===== config.mk =====
export PLATFORM = sky130hd
export DESIGN_NAME = logic_probe_sequencer
export DESIGN_NICKNAME = d
export VERILOG_FILES = /design/src/rtl/logic_probe_pkg.sv /design/src/rtl/logic_probe_sequencer_sync.sv /design/src/rtl/logic_probe_sequencer.sv
export SDC_FILE = /design/constraint.sdc
export NUM_CORES = 1
export LEC_CHECK = 0
export ABC_AREA = 1
export ABC_CLOCK_PERIOD_IN_PS = 1960
export BUFFER_PORTS_ARGS = -buffer_cell sky130_fd_sc_hd__buf_2
export CAP_MARGIN = 30
export CORE_MARGIN = 1.5
export CORE_UTILIZATION = 40
export CTS_CLUSTER_SIZE = 30
export DETAILED_ROUTE_END_ITERATION = 16
export PLACE_DENSITY = 0.55
export REMOVE_ABC_BUFFERS = 1
export SLEW_MARGIN = 15
export SYNTH_ARGS = -nofsm -noshare
export SYNTH_HDL_FRONTEND = slang
export SYNTH_SLANG_ARGS = --single-unit

===== constraint.sdc =====
create_clock -name clk -period 1.96 [get_ports clk]
set_input_delay 0.294 -clock clk [delete_from_list [all_inputs] [get_ports clk]]
set_output_delay 0.294 -clock clk [all_outputs]
set_load 0.005 [all_outputs]

===== src/rtl/logic_probe_pkg.sv =====
// Shared types for the logic-probe sequencer: FSM states, comparator level codes
// and the comparator-pair classifier.
package logic_probe_pkg;

  localparam int DAC_WIDTH = 5;

  typedef enum logic [2:0] {
    IDLE,
    LOAD,
    SETTLE,
    MEASURE,
    LATCH
  } state_t;

  typedef enum logic [1:0] {
    LVL_LOW  = 2'd0,
    LVL_MID  = 2'd1,
    LVL_HIGH = 2'd2,
    LVL_ERR  = 2'd3
  } level_t;

  // hi means "above the high threshold", lo means "below the low threshold";
  // both at once is physically inconsistent and is reported as an error level.
  function automatic level_t classify(input logic hi, input logic lo);
    level_t lvl;
    case ({hi, lo})
      2'b10:   lvl = LVL_HIGH;
      2'b01:   lvl = LVL_LOW;
      2'b00:   lvl = LVL_MID;
      default: lvl = LVL_ERR;
    endcase
    return lvl;
  endfunction

endpackage


===== src/rtl/logic_probe_sequencer_sync.sv =====
// Brings the two asynchronous comparator outputs into the clk domain and
// classifies the synchronized pair into a level code (2-cycle latency).
module probe_level_sync
  import logic_probe_pkg::*;
(
  input  logic       clk,
  input  logic       nreset,
  input  logic       comp_hi,
  input  logic       comp_lo,
  output logic [1:0] level
);

  logic [1:0] hi_sync;
  logic [1:0] lo_sync;

  always_ff @(posedge clk or negedge nreset) begin
    if (!nreset) begin
      hi_sync <= '0;
      lo_sync <= '0;
    end else begin
      hi_sync <= {hi_sync[0], comp_hi};
      lo_sync <= {lo_sync[0], comp_lo};
    end
  end

  assign level = classify(hi_sync[1], lo_sync[1]);

endmodule


===== src/rtl/logic_probe_sequencer.sv =====
// Measurement-window sequencer: loads DAC thresholds, waits for settling, then
// counts HIGH/LOW/MID cycles and rising pulses over a fixed window.
module logic_probe_sequencer
  import logic_probe_pkg::*;
#(
  parameter int TIME_PERIOD   = 5000,
  parameter int SETTLE_CYCLES = 16,
  parameter int CNT_WIDTH     = 16
) (
  input  logic                 clk,
  input  logic                 nreset,
  input  logic                 start,
  input  logic                 continuous,
  input  logic                 abort,
  input  logic [DAC_WIDTH-1:0] thr_hi_cfg,
  input  logic [DAC_WIDTH-1:0] thr_lo_cfg,
  input  logic                 comp_out_hi,
  input  logic                 comp_out_lo,
  output logic [DAC_WIDTH-1:0] dac1_code,
  output logic [DAC_WIDTH-1:0] dac2_code,
  output logic                 busy,
  output logic                 done,
  output logic [CNT_WIDTH-1:0] res_high,
  output logic [CNT_WIDTH-1:0] res_low,
  output logic [CNT_WIDTH-1:0] res_mid,
  output logic [CNT_WIDTH-1:0] res_pulses,
  output logic                 res_err
);

  localparam int PH_MAX = (TIME_PERIOD > SETTLE_CYCLES) ? TIME_PERIOD : SETTLE_CYCLES;
  localparam int PH_W   = $clog2(PH_MAX) + 1;
  localparam logic [PH_W-1:0] SETTLE_LAST  = PH_W'(SETTLE_CYCLES - 1);
  localparam logic [PH_W-1:0] MEASURE_LAST = PH_W'(TIME_PERIOD - 1);

  state_t               state;
  state_t               state_nx;
  logic [PH_W-1:0]      phase;
  logic [1:0]           level;
  logic [1:0]           prev_level;
  logic [CNT_WIDTH-1:0] cnt_high;
  logic [CNT_WIDTH-1:0] cnt_low;
  logic [CNT_WIDTH-1:0] cnt_mid;
  logic [CNT_WIDTH-1:0] cnt_pulses;
  logic                 cnt_err;

  function automatic logic [CNT_WIDTH-1:0] sat_inc(input logic [CNT_WIDTH-1:0] v);
    return (&v) ? v : v + 1'b1;
  endfunction

  probe_level_sync u_sync (
    .clk     (clk),
    .nreset  (nreset),
    .comp_hi (comp_out_hi),
    .comp_lo (comp_out_lo),
    .level   (level)
  );

  always_ff @(posedge clk or negedge nreset) begin
    if (!nreset) state <= IDLE;
    else         state <= state_nx;
  end

  // abort overrides every transition, including LATCH and a simultaneous start.
  always_comb begin
    state_nx = state;
    if (abort) begin
      state_nx = IDLE;
    end else begin
      case (state)
        IDLE:    if (start) state_nx = LOAD;
        LOAD:    state_nx = SETTLE;
        SETTLE:  if (phase == SETTLE_LAST) state_nx = MEASURE;
        MEASURE: if (phase == MEASURE_LAST) state_nx = LATCH;
        LATCH:   state_nx = continuous ? LOAD : IDLE;
        default: state_nx = IDLE;
      endcase
    end
  end

  always_comb begin
    busy = (state != IDLE);
  end

  always_ff @(posedge clk or negedge nreset) begin
    if (!nreset) begin
      phase <= '0;
    end else if (state_nx != state) begin
      phase <= '0;
    end else if (state == SETTLE || state == MEASURE) begin
      phase <= phase + 1'b1;
    end
  end

  // An aborting cycle performs none of the state's actions, so DAC codes and
  // results keep whatever they held before the abort.
  always_ff @(posedge clk or negedge nreset) begin
    if (!nreset) begin
      dac1_code  <= '0;
      dac2_code  <= '0;
      cnt_high   <= '0;
      cnt_low    <= '0;
      cnt_mid    <= '0;
      cnt_pulses <= '0;
      cnt_err    <= 1'b0;
      prev_level <= LVL_MID;
      res_high   <= '0;
      res_low    <= '0;
      res_mid    <= '0;
      res_pulses <= '0;
      res_err    <= 1'b0;
      done       <= 1'b0;
    end else begin
      done <= 1'b0;
      if (!abort) begin
        case (state)
          LOAD: begin
            dac1_code  <= thr_hi_cfg;
            dac2_code  <= thr_lo_cfg;
            cnt_high   <= '0;
            cnt_low    <= '0;
            cnt_mid    <= '0;
            cnt_pulses <= '0;
            cnt_err    <= 1'b0;
            prev_level <= level;
          end
          MEASURE: begin
            case (level)
              LVL_HIGH: cnt_high <= sat_inc(cnt_high);
              LVL_LOW:  cnt_low  <= sat_inc(cnt_low);
              LVL_MID:  cnt_mid  <= sat_inc(cnt_mid);
              default:  cnt_err  <= 1'b1;
            endcase
            if (level == LVL_HIGH && prev_level != LVL_HIGH)
              cnt_pulses <= sat_inc(cnt_pulses);
            if (level != LVL_ERR)
              prev_level <= level;
          end
          LATCH: begin
            res_high   <= cnt_high;
            res_low    <= cnt_low;
            res_mid    <= cnt_mid;
            res_pulses <= cnt_pulses;
            res_err    <= cnt_err;
            done       <= 1'b1;
          end
          default: ;
        endcase
      end
    end
  end

endmodule

== After elaboration in Yosys (flattened, before gate mapping) ==
Cells that the tools add are included.

* Flip-flop bits (word level): 164
* Input port bits: 17
* Output and inout bits: 77
* Word-level logic and storage cells: 95

* Add/sub/neg operators: 5
* Equal/unequal tests: 23
* Muxes and demuxes: 27
* Bitwise gates (word level): 1
* Reduce and logical (&&, ||, !) cells: 21

{| class="wikitable"
|+ Operators with widths
! kind !! number
|-
| $mux W16 || 8
|-
| $pmux W16 S2 || 4
|-
| $add A16 B1 Y16 const B || 4
|-
| $reduce_and A16 Y1 || 4
|-
| $mux W14 || 2
|-
| $reduce_and A4 Y1 || 4
|-
| $pmux W3 S5 || 1
|-
| $add A14 B1 Y14 const B || 1
|-
| $eq A14 B13 Y1 const B || 1
|-
| $eq A14 B4 Y1 const B || 1
|-
| $ne A2 B2 Y1 const B || 7
|-
| $mux W3 || 4
|-
| $ne A2 B1 Y1 const B || 5
|-
| $eq A3 B2 Y1 const B || 2
|-
| $pmux W2 S3 || 1
|-
| $reduce_and A3 Y1 || 2
|-
| $eq A2 B1 Y1 const B || 2
|-
| $eq A2 B2 Y1 const B || 2
|-
| $logic_not A2 Y1 || 2
|-
| $mux W1 || 4
|-
| $pmux W2 S2 || 1
|-
| $reduce_and A2 Y1 || 2
|-
| $reduce_bool A2 Y1 || 2
|-
| $eq A3 B1 Y1 const B || 1
|-
| 10 further kinds || 10
|}

== Longest topological paths before layout ==
* Depth after elaboration: 6
* Gate-level depth with buffers: 13
* Gate-level depth less buffers: 12

== Modules after synthesis ==
Synthesis repeated with hierarchy kept, for this count alone.

* Cells, all modules: 988
* Area total of the unflattened synthesis: 7,976.4 um^2

{| class="wikitable"
|+ Modules (own cells, without submodules)
! module !! instances !! cells each !! area each (um^2) !! seq. area each (um^2)
|-
| logic_probe_sequencer || 1 || 978 || 7,836.3 || 4,005.1
|-
| probe_level_sync || 1 || 10 || 140.1 || 100.1
|}

== Least setup slack after synthesis ==
No wires, ideal clock.

* Kind: register to register
* Start: register cnt_mid[0]
* End: register cnt_mid[10]
* Library setup time: 0.074 ns
* Data arrival time: 1.505 ns
* Required time: 1.886 ns
* Slack: 0.381 ns
* Stages on the path, launching flop included: 11
* Path buffers: 1
* Period minus slack after synthesis: 1.579 ns
* Cells stage by stage: dfrtp_1 -> ha_1 -> nand2_1 -> nor3_4 -> nand4_1 -> nand2_2 -> nand2_4 -> inv_2 -> buf_6 -> nand2_1 -> o21ai_2

* Longest elaborated chain between the ends: 4
* Elaborated cells on any way between the ends: 7
* Classes of those cells: add/sub (1); eq/ne (1); mux (3); reduce/logical (2)

{| class="wikitable"
|+ Ends and longest elaborated chain
! what !! RTL line !! RTL
|-
| start: declaration || logic_probe_sequencer.sv:42 || <nowiki>logic [CNT_WIDTH-1:0] cnt_mid;</nowiki>
|-
| start signal: assignment || logic_probe_sequencer.sv:130 || <nowiki>LVL_MID: cnt_mid <= sat_inc(cnt_mid);</nowiki>
|-
| $add A16 B1 Y16 || logic_probe_sequencer.sv:47 || <nowiki>return (&v) ? v : v + 1'b1;</nowiki>
|-
| $mux W16 || logic_probe_sequencer.sv:47 ||
|-
| $mux W16 || logic_probe_sequencer.sv:127 || <nowiki>case (level)</nowiki>
|-
| $pmux W16 S2 || logic_probe_sequencer.sv:115 || <nowiki>case (state)</nowiki>
|}

Several ways; a longest one is shown, not always the timed one. The select of a mux whose other input is x is not followed.
A chain may end at the register's enable or synchronous reset.

== Final worst setup path ==
* Start: register cnt_high[0]
* End: register cnt_high[9]

* Longest elaborated chain between the ends: 4
* Elaborated cells on any way between the ends: 7
* Classes of those cells: add/sub (1); eq/ne (1); mux (3); reduce/logical (2)

{| class="wikitable"
|+ Ends and longest elaborated chain
! what !! RTL line !! RTL
|-
| start: declaration || logic_probe_sequencer.sv:40 || <nowiki>logic [CNT_WIDTH-1:0] cnt_high;</nowiki>
|-
| start signal: assignment || logic_probe_sequencer.sv:128 || <nowiki>LVL_HIGH: cnt_high <= sat_inc(cnt_high);</nowiki>
|-
| $add A16 B1 Y16 || logic_probe_sequencer.sv:47 ||
|-
| $mux W16 || logic_probe_sequencer.sv:47 ||
|-
| $mux W16 || logic_probe_sequencer.sv:127 ||
|-
| $pmux W16 S2 || logic_probe_sequencer.sv:115 ||
|}

Several ways; a longest one is shown, not always the timed one. The select of a mux whose other input is x is not followed.

==> flow_summary.toml <==
[sta]
finalCriticalPeriod_ps = 1840
slew_headroom_pct = 65.4
hold_viol_final = 0
final_max_slew_viol_count = 0
tightest_slew_ps = 519
finalWorstSetupSlack_ps = 116
finClkSkew_ps = 9.95
setup-tns-final_ps = 0
fmax_ghz = 0.542
setup_viol = 0
final.period_utilization_pct = 94.1

[floorplan]
die_area_um2 = 21200
dieHeight_um = 146
core-area_um2 = 20100
floorplan.initialDensity_pct = 40.5
ios = 94
chipWidth_um = 146
num_rows = 52

[power]
p_sw_share_pct = 22.4
p_comb_share_pct = 6.4
clock_power_share_pct = 47.0
seq_power_share_pct = 46.6
irDropWorstVdd_v = 0.000585
p_int_uw = 5930
p_switching_uw = 1710
power.leakage_uw = 0.00448
powerDensity_nw_per_um2 = 785

[global_routing]
antenna_found_initial = 0
grt.total_usage_pct = 18.4
grt_max_degree = 51
grt_pass1_wl_um = 31600
grt_pass1_vias = 6310
globalRoute.totalOverflow = 0

[critical_path]
critPathMaxFanout = 9
r2r-start = "cnt_high[0]"
worstReg2RegEnd = "cnt_high[9]"
reg2reg_slack_ps = 120
crit_required_ps = 2270
critPathKind = "reg -> reg"
cp-start-kind = "flip-flop"
critical_path_arrival_ps = 2150
end_kind = "flip-flop"
rr_worst_depth = 9

[synth]
synth_edf_count = 0
ys_seq_elements = 164
ys_warn_count = 0
syn_avg_cell_area_um2 = 8.18
synth_area_um2 = 8140
synthArstFlopShare_pct = 100
synth.distinct_cells = 37
yosysSeqAreaShare_pct = 50.4
syn_inst = 995
ys.flop_type = "dfrtp_1"

[placed_design]
io_buffer_count = 93
dp_hpwl_um = 13600
gp_congestion = 0.887
pre_cts_ws_ps = 66.3
dpl_cell_area_um2 = 9010
dp_cells = 1348

[worst_hold_path]
hp-class = "in -> reg"
whs_endpoint = "dac2_code[2]"
min_from = "thr_lo_cfg[2]"
worstHoldPathCells = 3

[routing]
via_per_inst = 4.81
ant_nets = 0
wl_met1_um = 9110
met3_length_um = 696
drcViolationCount = 0
vias = 6661
wl_per_cell_um = 13.4
firstDrtPassIters = 5
top_layer_used = "met4"
wl_met2_um = 8500
drt_iter0_markers = 408
wirelength_um = 18500

[clock_network]
clock_path_buffers = 2
clk_pin_slew_ps = 60
worstSkewPairLatency_ps = 430
clkSinkCount = 164
cts-root-buf = "clkbuf_16"
cts_buffers = 17
cts_tree = "built"
h-tree-depth = 4

[cells_and_area]
instances_no_fill = 1386
layout_commonest_cell = "nand2_1"
finish.instance_area_um2 = 9740
area_growth_pct = 19.6
final_cell_mix = "293 x nand2_1, 163 x dfrtp_1, 92 x buf_2"
nFillCells = 1968
diodes = 0
multi_input_area_um2 = 3530
layout-drive-gt1-share_pct = 18.1
regArea_um2 = 4110
finalNetCount = 1132

[run_status]
outcome = "finished clean"

[flow_run]
cap_violations = 0
[worst max-delay path, cell delays in order (launching register included)]
cell and delay (ps):
dfrtp_1 420, ha_4 180, nand2_1 120, nor2_2 180
nand3b_1 150, o21bai_2 240, nand2_4 120, buf_4 190
nand2_1 60, o21ai_0 70
[area by class of cell]
type,instances,share of cell area (%)
multi-input combinational,709,36.2
clock buffer,22,4.97
clock inverter,8,1.53
sequential,164,42.2
inverter,88,3.48
timing repair buffer,125,8.16
tap,270,3.47
[synth_stat cells (all sizes together) (10+ instances only)]
library cell  number  area, µm²
nor3              37        234
nand4             11       68.8
clkbuf            11       42.5
ha                10        125
dfrtp            163       4080
xor2              40        350
nor2             100        423
inv               87        327
buf               23        164
nand3             70        365
nand2            299       1150
o21ai            119        618
[power by group through the flow]
stage                     registers (µW)  clock network (µW)  logic [µW]
after global routing                3580                3840         558
after global placement              3620                   0         482
after CTS                           3560                3680         492
final                               3570                3590         490
after floorplan                     3620                   0         211
after detailed placement            3620                   0         486
[kinds of logic after synthesis]
kind of cell | after synthesis | share of synthesized area, %
adder cells (fa/ha/maj) | 10 | 1.54
multiplexers | 1 | 0.123
buffers and inverters | 122 | 6.59
XOR/XNOR | 46 | 4.95
AND/OR/NAND/NOR | 526 | 28.3
flip-flops | 164 | 50.4
AO/OA/AOI/OAI | 126 | 8.10
[flip-flops by register name (all words and copies together), names as in the netlist]
register and flops:
phase 14, cnt_pulses 16, done 1, res_high 16, u_sync.lo_sync 2, u_sync.hi_sync 2
dac1_code 5, prev_level 2, cnt_high 16, cnt_err 1, res_low 16, res_pulses 16
res_err 1, dac2_code 5, state 3, res_mid 16, cnt_low 16, cnt_mid 16
[layer usage]
layer	up-vias	global-route usage, %
met5	-	0
met4	0	5.71
met3	20	3.48
met2	123	28.8
met1	3118	25.7
li1	3400	-
[per-stage QoR]
step | hold slack (ps) | utilization (%) | power (µW)
final | 56.2 | 48.4 | 7650
after floorplan | -1.59 | - | 3830
after global placement | 295 | 44.8 | 4110
after detailed placement | 294 | 44.8 | 4110
after global routing | 44.2 | 48.4 | 7970
after CTS | 42.1 | 48.1 | 7740
[how the worst max path moves through the flow]
stage	from	end	slack, ps	depth (start not counted)
2_1_floorplan	state[1]	res_high[14]	-1500	5
3_3_place_gp	cnt_high[0]	cnt_high[11]	70	9
3_5_place_dp	cnt_high[0]	cnt_high[11]	70	9
4_1_cts	cnt_high[0]	cnt_high[14]	30	9
5_1_grt	cnt_high[0]	cnt_high[11]	-40	9
6_report	cnt_high[0]	cnt_high[9]	120	9
[timing repair]
item / 4_1_cts / 5_1_grt
setup buffers: 0 / 5
hold buffers: 3 / 0
resized for setup: 0 / 8
setup endpoints to repair: 0 / 21
endpoints found under the hold margin: 46 / 0
(Power assumes the default switching activity.)
